**src/rtl/cardinal_nic_dma.sv**
```systemverilog
// -----------------------------------------------------------------------------
// cardinal_nic_dma
//   DMA initiator on the processor side of a cardinal_nic. A start pulse
//   launches one run that streams tx_count packets from dmem into the NIC
//   output channel and drains rx_count packets from the NIC input channel
//   into dmem. The two directions are serviced by strict alternation, one
//   status poll each per lap, so neither direction can starve the other.
//
// Ports
//   clk, reset            system clock, asynchronous active-high reset
//   start                 one-cycle run request, honoured only when idle
//   tx_base / tx_count    transmit block start address and packet count
//   rx_base / rx_count    receive block start address and packet count
//   busy / done / err     run in progress, completion pulse, watchdog abort
//   tx_sent / rx_got      packets moved in the current / last run
//   mem*                  dmem master port (memDin is combinational)
//   nic*                  NIC register port (nicDin is combinational,
//                         status flag is nicDin[DATA_W-1], [0:N-1] order)
//
// Build option
//   CARDINAL_DMA_TIMEOUT_EN  adds a stall watchdog of TIMEOUT_CYCLES cycles;
//                            when undefined, err is tied low and a run waits
//                            indefinitely on a stuck ring.
// -----------------------------------------------------------------------------
module cardinal_nic_dma #(
  parameter int DATA_W         = 64,
  parameter int ADDR_W         = 8,
  parameter int CNT_W          = 8,
  parameter int TIMEOUT_CYCLES = 1024
) (
  input  logic              clk,
  input  logic              reset,
  input  logic              start,
  input  logic [ADDR_W-1:0] tx_base,
  input  logic [CNT_W-1:0]  tx_count,
  input  logic [ADDR_W-1:0] rx_base,
  input  logic [CNT_W-1:0]  rx_count,
  output logic              busy,
  output logic              done,
  output logic              err,
  output logic [CNT_W-1:0]  tx_sent,
  output logic [CNT_W-1:0]  rx_got,
  output logic              memEn,
  output logic              memWrEn,
  output logic [ADDR_W-1:0] memAddr,
  output logic [0:DATA_W-1] memDout,
  input  logic [0:DATA_W-1] memDin,
  output logic              nicEn,
  output logic              nicWrEn,
  output logic [1:0]        nicAddr,
  output logic [0:DATA_W-1] nicDout,
  input  logic [0:DATA_W-1] nicDin
);

  typedef enum logic [2:0] {
    S_IDLE     = 3'd0,
    S_POLL_OUT = 3'd1,
    S_SEND     = 3'd2,
    S_POLL_IN  = 3'd3,
    S_RECV     = 3'd4,
    S_FIN      = 3'd5
  } state_t;

  localparam logic [1:0] NIC_IN_BUF  = 2'b00;
  localparam logic [1:0] NIC_IN_STS  = 2'b01;
  localparam logic [1:0] NIC_OUT_BUF = 2'b10;
  localparam logic [1:0] NIC_OUT_STS = 2'b11;

  state_t            state_q, state_d;
  logic [ADDR_W-1:0] tx_ptr_q, tx_ptr_d;
  logic [ADDR_W-1:0] rx_ptr_q, rx_ptr_d;
  logic [CNT_W-1:0]  tx_rem_q, tx_rem_d;
  logic [CNT_W-1:0]  rx_rem_q, rx_rem_d;
  logic [CNT_W-1:0]  tx_sent_q, tx_sent_d;
  logic [CNT_W-1:0]  rx_got_q, rx_got_d;

  // Status flag read back during either poll state.
  logic nic_status;
  assign nic_status = nicDin[DATA_W-1];

`ifdef CARDINAL_DMA_TIMEOUT_EN
  localparam int STALL_W = $clog2(TIMEOUT_CYCLES + 1);
  logic [STALL_W-1:0] stall_q, stall_d;
  logic               err_q, err_d;
`endif

  always_comb begin
    state_d   = state_q;
    tx_ptr_d  = tx_ptr_q;
    rx_ptr_d  = rx_ptr_q;
    tx_rem_d  = tx_rem_q;
    rx_rem_d  = rx_rem_q;
    tx_sent_d = tx_sent_q;
    rx_got_d  = rx_got_q;
`ifdef CARDINAL_DMA_TIMEOUT_EN
    stall_d   = stall_q;
    err_d     = err_q;
`endif

    case (state_q)
      S_IDLE: begin
        if (start) begin
          tx_ptr_d  = tx_base;
          rx_ptr_d  = rx_base;
          tx_rem_d  = tx_count;
          rx_rem_d  = rx_count;
          tx_sent_d = '0;
          rx_got_d  = '0;
`ifdef CARDINAL_DMA_TIMEOUT_EN
          stall_d   = '0;
          err_d     = 1'b0;
`endif
          if (tx_count == '0 && rx_count == '0) state_d = S_FIN;
          else                                  state_d = S_POLL_OUT;
        end
      end
      S_POLL_OUT: begin
        // Out-status low means the NIC output buffer can take a packet.
        if (tx_rem_q != '0 && !nic_status) state_d = S_SEND;
        else                               state_d = S_POLL_IN;
      end
      S_SEND: begin
        tx_ptr_d  = tx_ptr_q + ADDR_W'(1);
        tx_rem_d  = tx_rem_q - CNT_W'(1);
        tx_sent_d = tx_sent_q + CNT_W'(1);
        state_d   = S_POLL_IN;
      end
      S_POLL_IN: begin
        if (rx_rem_q == '0) state_d = (tx_rem_q == '0) ? S_FIN : S_POLL_OUT;
        else if (nic_status) state_d = S_RECV;
        else                 state_d = S_POLL_OUT;
      end
      S_RECV: begin
        rx_ptr_d = rx_ptr_q + ADDR_W'(1);
        rx_rem_d = rx_rem_q - CNT_W'(1);
        rx_got_d = rx_got_q + CNT_W'(1);
        state_d  = S_POLL_OUT;
      end
      S_FIN:   state_d = S_IDLE;
      default: state_d = S_IDLE;
    endcase

`ifdef CARDINAL_DMA_TIMEOUT_EN
    // Any data movement counts as progress; polling without movement is a
    // stall. Expiry overrides the normal poll transition.
    if (state_q == S_SEND || state_q == S_RECV) begin
      stall_d = '0;
    end else if (state_q == S_POLL_OUT || state_q == S_POLL_IN) begin
      if (stall_q >= STALL_W'(TIMEOUT_CYCLES - 1)) begin
        stall_d = '0;
        err_d   = 1'b1;
        state_d = S_FIN;
      end else begin
        stall_d = stall_q + STALL_W'(1);
      end
    end
`endif
  end

  always_ff @(posedge clk or posedge reset) begin
    if (reset) begin
      state_q   <= S_IDLE;
      tx_ptr_q  <= '0;
      rx_ptr_q  <= '0;
      tx_rem_q  <= '0;
      rx_rem_q  <= '0;
      tx_sent_q <= '0;
      rx_got_q  <= '0;
`ifdef CARDINAL_DMA_TIMEOUT_EN
      stall_q   <= '0;
      err_q     <= 1'b0;
`endif
    end else begin
      state_q   <= state_d;
      tx_ptr_q  <= tx_ptr_d;
      rx_ptr_q  <= rx_ptr_d;
      tx_rem_q  <= tx_rem_d;
      rx_rem_q  <= rx_rem_d;
      tx_sent_q <= tx_sent_d;
      rx_got_q  <= rx_got_d;
`ifdef CARDINAL_DMA_TIMEOUT_EN
      stall_q   <= stall_d;
      err_q     <= err_d;
`endif
    end
  end

  // Bus outputs decode the registered state only, so reset forces them all
  // low immediately through S_IDLE.
  always_comb begin
    memEn   = 1'b0;
    memWrEn = 1'b0;
    memAddr = '0;
    memDout = '0;
    nicEn   = 1'b0;
    nicWrEn = 1'b0;
    nicAddr = 2'b00;
    nicDout = '0;
    case (state_q)
      S_POLL_OUT: begin
        if (tx_rem_q != '0) begin
          nicEn   = 1'b1;
          nicAddr = NIC_OUT_STS;
        end
      end
      S_SEND: begin
        memEn   = 1'b1;
        memAddr = tx_ptr_q;
        nicEn   = 1'b1;
        nicWrEn = 1'b1;
        nicAddr = NIC_OUT_BUF;
        nicDout = memDin;
      end
      S_POLL_IN: begin
        if (rx_rem_q != '0) begin
          nicEn   = 1'b1;
          nicAddr = NIC_IN_STS;
        end
      end
      S_RECV: begin
        nicEn   = 1'b1;
        nicAddr = NIC_IN_BUF;
        memEn   = 1'b1;
        memWrEn = 1'b1;
        memAddr = rx_ptr_q;
        memDout = nicDin;
      end
      default: ;
    endcase
  end

  assign busy    = (state_q != S_IDLE);
  assign done    = (state_q == S_FIN);
  assign tx_sent = tx_sent_q;
  assign rx_got  = rx_got_q;

`ifdef CARDINAL_DMA_TIMEOUT_EN
  assign err = err_q;
`else
  assign err = 1'b0;
`endif

endmodule

```
**config.mk**
```make
export PLATFORM = sky130hd
export DESIGN_NAME = cardinal_nic_dma
export DESIGN_NICKNAME = d
export VERILOG_FILES = /design/src/rtl/cardinal_nic_dma.sv
export SDC_FILE = /design/constraint.sdc
export NUM_CORES = 1
export LEC_CHECK = 0
export CAP_MARGIN = 40
export CORE_AREA = 2 2 127 129
export CTS_CLUSTER_DIAMETER = 120
export DETAILED_ROUTE_END_ITERATION = 12
export DIE_AREA = 0 0 129 131
export GPL_TIMING_DRIVEN = 0
export SLEW_MARGIN = 20
export SYNTH_ARGS = -nofsm -noshare
export SYNTH_HDL_FRONTEND = slang
export SYNTH_SLANG_ARGS = --single-unit
```
**constraint.sdc**
```tcl
create_clock -name clk -period 2.5 [get_ports clk]
set_input_delay 0.625 -clock clk [delete_from_list [all_inputs] [get_ports clk]]
set_output_delay 0.625 -clock clk [all_outputs]
set_load 0.02 [all_outputs]
```
; ---- After elaboration in Yosys (flattened, before gate mapping)
; Index checks and enable logic that the tools add are counted.
[op_classes]
eq_ne = 6
muxes = 30
addsub = 6
n_reduce_logical = 16
[op_table]
columns = operator, count
row1 = 2-to-1 mux 64 bit, 2
row2 = one-hot mux 8 bit (2 select lines), 7
row3 = 2-to-1 mux 8 bit, 5
row4 = "adder 8 x 1 -> 8 bit, second input constant", 4
row5 = zero test 8 bit, 4
row6 = nonzero test 8 bit, 2
row7 = "subtractor 8 x 1 -> 8 bit, second input constant", 2
row8 = 2-to-1 mux 3 bit, 5
row9 = one-hot mux 3 bit (5 select lines), 1
row10 = 2-to-1 mux 1 bit, 7
row11 = "equality test 3 x 2 -> 1 bit, second input constant", 2
row12 = "equality test 3 bit, second input constant", 2
row13 = one-hot mux 2 bit (3 select lines), 1
row14 = AND reduction 2 bit, 2
row15 = nonzero test 2 bit, 2
row16 = "equality test 3 x 1 -> 1 bit, second input constant", 1
row17 = zero test 3 bit, 1
row18 = one-hot mux 1 bit (3 select lines), 1
row19 = nonzero test 3 bit, 1
row20 = logical AND 1 bit, 2
row21 = 2-to-1 mux 2 bit, 1
row22 = "!= test 2 bit, second input constant", 1
row23 = OR reduction 2 bit, 1
row24 = zero test 1 bit, 1
[totals]
out_inout_bits = 161
wordCells = 65
inputBits = 163
regBits = 51

; ---- Longest topological paths before layout
[logic_depth]
ltp_word = 5
depth_mapped = 9
ltp_nobuf = 6

; ---- Worst setup path after synthesis
; Ideal clock, no wire load.
[synth_path]
path_kind = register to output
startpoint = register state_q[2]
endpoint = output port memAddr[2]
path_stages_with_launch = 10
required_ps = 1875
arrival_ps = 1768
path_slack_ps = 107
n_path_buf = 5
cell_sequence = dfrtp_1 -> buf_6 -> or3b_1 -> buf_6 -> clkinv_2 -> buf_6 -> buf_6 -> buf_2 -> nand2_1 -> o21ai_0
[synth_via]
elab_chain_cells = 2
word_cells_on_any_way = 3
cone_classes = eq/ne (2) / mux (1)
[synth_lines]
columns = item, line
row1 = "start, declared", 69  ; state_t state_q, state_d;
row2 = "start signal, assigned", 174  ; state_q <= state_d;
row3 = equality test 3 bit or equality test 3 x 2 -> 1 bit (tied branches), 199  ; case (state_q)
row4 = one-hot mux 8 bit (2 select lines) *, 199
row5 = "end, declared", 45  ; output logic [ADDR_W-1:0] memAddr,
; Every way passes the cells marked *; elsewhere a longest branch is shown, timed or not.

; ---- Worst setup path after layout
; Ends and elaborated chain as after synthesis.

==> flow_summary.toml <==
[global_route]
grt_pass1_wl_microns = 26800
met3_usage = 0.0371
grt.busiest_layer = "met2"
gr-usage-all-layers = 0.203
grtUsageMet2 = 0.366
grt_overflow = 0
grt_pass1_vias = 4956
grt_max_degree = 52
met1_usage = 0.256
antenna_found_initial = 0

[clock_network]
clkSlewWorstSetupHoldPaths_ns = 0.07
cts_root_buffer = "clkbuf_16"
clock_sinks = 51
cts_max_level = 2
cts_buffer_depth = 2
clkLatencyLatePin_ns = 0.29
tritoncts = "built"
cts_buffers = 5
holdBufCountCts = 0

[worst_hold_path]
hold_class = "flip-flop to flip-flop"

[synth]
synth_top_family_by_area = "simple AND/OR/NAND/NOR gates"
synth_edf_count = 0
ys_warn_count = 0
syn-num-nets = 643
avgSynthCellArea_sq_um = 8.05
synth_ff_type = "dfrtp_1"
mappedNetlistArea_sq_um = 3820
syn_inst = 474
synth_seq_cells = 51
yosysSeqAreaShare = 0.334
synthAdderAreaFrac = 0.0197
synth-async-reset-ratio = 1.00
synth-simple-area-share = 0.409
synth_compound_area_frac = 0.158
synth_cell_type_count = 55
muxShareOfSynthArea = 0.0157
synthXorXnorAreaFrac = 0.00230

[critical_path]
cp.arrival_ns = 1.93
critPathKind = "flip-flop to output port"
crit_fanout = 7
cp.required_ns = 1.88
startpoint_type = "flip-flop"
worstSetupEndpointType = "output port"

[drt]
drc = 0
vias_per_cell = 4.62
drtIter0Drc = 224
antenna_left = 0
vias = 4855
wl_per_cell_microns = 17.4
routed_wl_microns = 18300
dr.pass1.iters = 4

[placement]
portBuffers = 322
gp_congestion = 0.858
dpl.hpwl_microns = 14000
post-place-cells = 1012
placed_area_sq_um = 7310
pre_cts_ws_ns = -0.682

[timing]
whs_ns = 0.484
max_freq_mhz = 392
setup_viol = 30
fin_skew_ns = 0.00545
layout_min_cycle_time_ns = 2.55
timing_max_transition_violations_final = 0
rsz0062_at_grt = "yes"
post-route-period-util = 1.02
worst_slew_pin_slew_ns = 0.680
final_hold_viol_count = 0
final.setup.tns_ns = -0.617
relSlewSlack = 0.547
layout_setup_ws_ns = -0.0536

[final_layout]
design_area_sq_um = 8140
syn2layout_area_growth_pct = 113
utilization = 0.522
layout.cells.non_filler = 1051
nets = 1003
antenna_cells = 0
final_layout_size_suffix_gt1_frac = 0.366
num-fill-cells = 1530

[pwr]
p_leak_nw = 3.72
ir_drop_v = 0.000350
power_density_nw_per_um2 = 822
power.total_mw = 6.69

[run_status]
violations = "setup timing"
status = "complete, but fails checks"

[die]
ios = 324
initial_utilization = 0.245
die_height_microns = 131
dieArea_sq_um = 16900
die_w_microns = 129
core_area_sq_um = 15600
rows = 46

[run]
drv_cap = 0
==> synth_stat cells (all sizes together), types with 5 or more instances <==
library cell	number	area, sq um
inv	8	30.0
buf	17	130
o211ai	8	65.1
nor3	9	45.0
a22o	5	43.8
a21oi	11	55.1
ha	6	75.1
o21ai	25	125
nand4	6	37.5
nand3	21	105
mux2i	6	60.1
and2	131	820
nand2b	5	31.3
dfrtp	51	1280
nor4	8	50.1
and3	8	50.1
nand2	61	236
clkbuf	15	58.8
nor2	23	86.3
==> cell type report <==
class	count	area, sq um	area share
plain buffers	27	302	0.0371
clock buffers	5	125	0.0154
clock inverters	3	46.3	0.00569
inverters	10	50.0	0.00615
multi-input cells	381	2570	0.316
flip-flops and latches	51	1280	0.157
well taps	216	270	0.0332
repair buffers	357	3490	0.429
repair inverters	1	5.00	0.000615
==> cell families after synthesis <==
| group | after synthesis |
|---|---|
| muxes | 6 |
| xor gates and xnor gates | 1 |
| DFF | 51 |
| buffers and inverters | 42 |
| and+or+nand+nor | 282 |
| other | 1 |
| AOI/OAI and AO/OA | 85 |
| adders and majority gates | 6 |
==> timing repair <==
item                       CTS  global route
cloned                       8             3
buffers inserted            25             4
gates resized for setup    848            79
pin swaps                   17            39
setup endpoints to repair  142           135
==> cells in the final DEF (no fill, tap or decap), types with 3 or more instances in the layout <==
cell	synthesis	final
nand2_4	0	3
and2_4	0	63
inv_1	8	7
nand4_1	6	6
o211ai_1	7	7
a22o_1	5	4
clkdlybuf4s50_1	0	179
buf_8	0	11
buf_2	8	23
o21a_1	4	4
and3_1	8	8
nand2_1	58	51
mux2i_1	6	6
dfrtp_1	51	51
a221o_1	4	4
and2_1	131	68
nor2_1	23	22
o31ai_1	3	3
clkbuf_16	0	8
o21ai_0	25	24
nor4_1	8	6
a31oi_1	3	3
buf_12	0	4
ha_1	6	6
nor3_1	9	9
nand2b_1	5	5
buf_4	3	71
nand3_1	21	21
a21oi_1	11	11
nand2_2	3	7
buf_6	6	85
==> power breakdown <==
part	total [mW]	switching, mW	leakage (nW)	internal (mW)
logic	4.39	2.15	3.00	2.24
clock network	0.804	0.327	0.0804	0.477
registers	1.49	0.365	0.635	1.12
total	6.69	2.85	3.72	3.84
==> worst max-delay path, cell delays in order, from the launching register on <==
cell,delay (ns)
dfrtp_1,0.39
buf_6,0.12
or3b_4,0.40
clkinv_4,0.07
buf_8,0.13
buf_12,0.13
buf_8,0.12
nand2_4,0.05
o21ai_4,0.07
buf_6,0.15
==> registers in the layout (all words and copies together) (netlist names) <==
name and cells:
rx_ptr_q 8, rx_rem_q 8, state_q 3, tx_sent 8
tx_rem_q 8, tx_ptr_q 8, rx_got 8
==> final timing paths <==
kind / start / end / slack, ns / cells past startpoint
max: state_q[2] / memAddr[2] / -0.05 / 9
min: rx_got[7] / rx_got[7] / 0.48 / 1
max reg2reg: state_q[2] / rx_rem_q[4] / 0.48 / 6
min reg2reg: rx_got[7] / rx_got[7] / 0.48 / 1
max in group asynchronous: reset / rx_ptr_q[1] / 1.25 / 2
min in group asynchronous: reset / rx_rem_q[6] / 0.79 / 2
==> routing by layer <==
layer  wire, microns  vias up
met4             205        0
met5               0        -
met1            7460     2320
li1                -     2350
met3             970       14
met2            9640      171
Power figures use the tool's default switching activity.
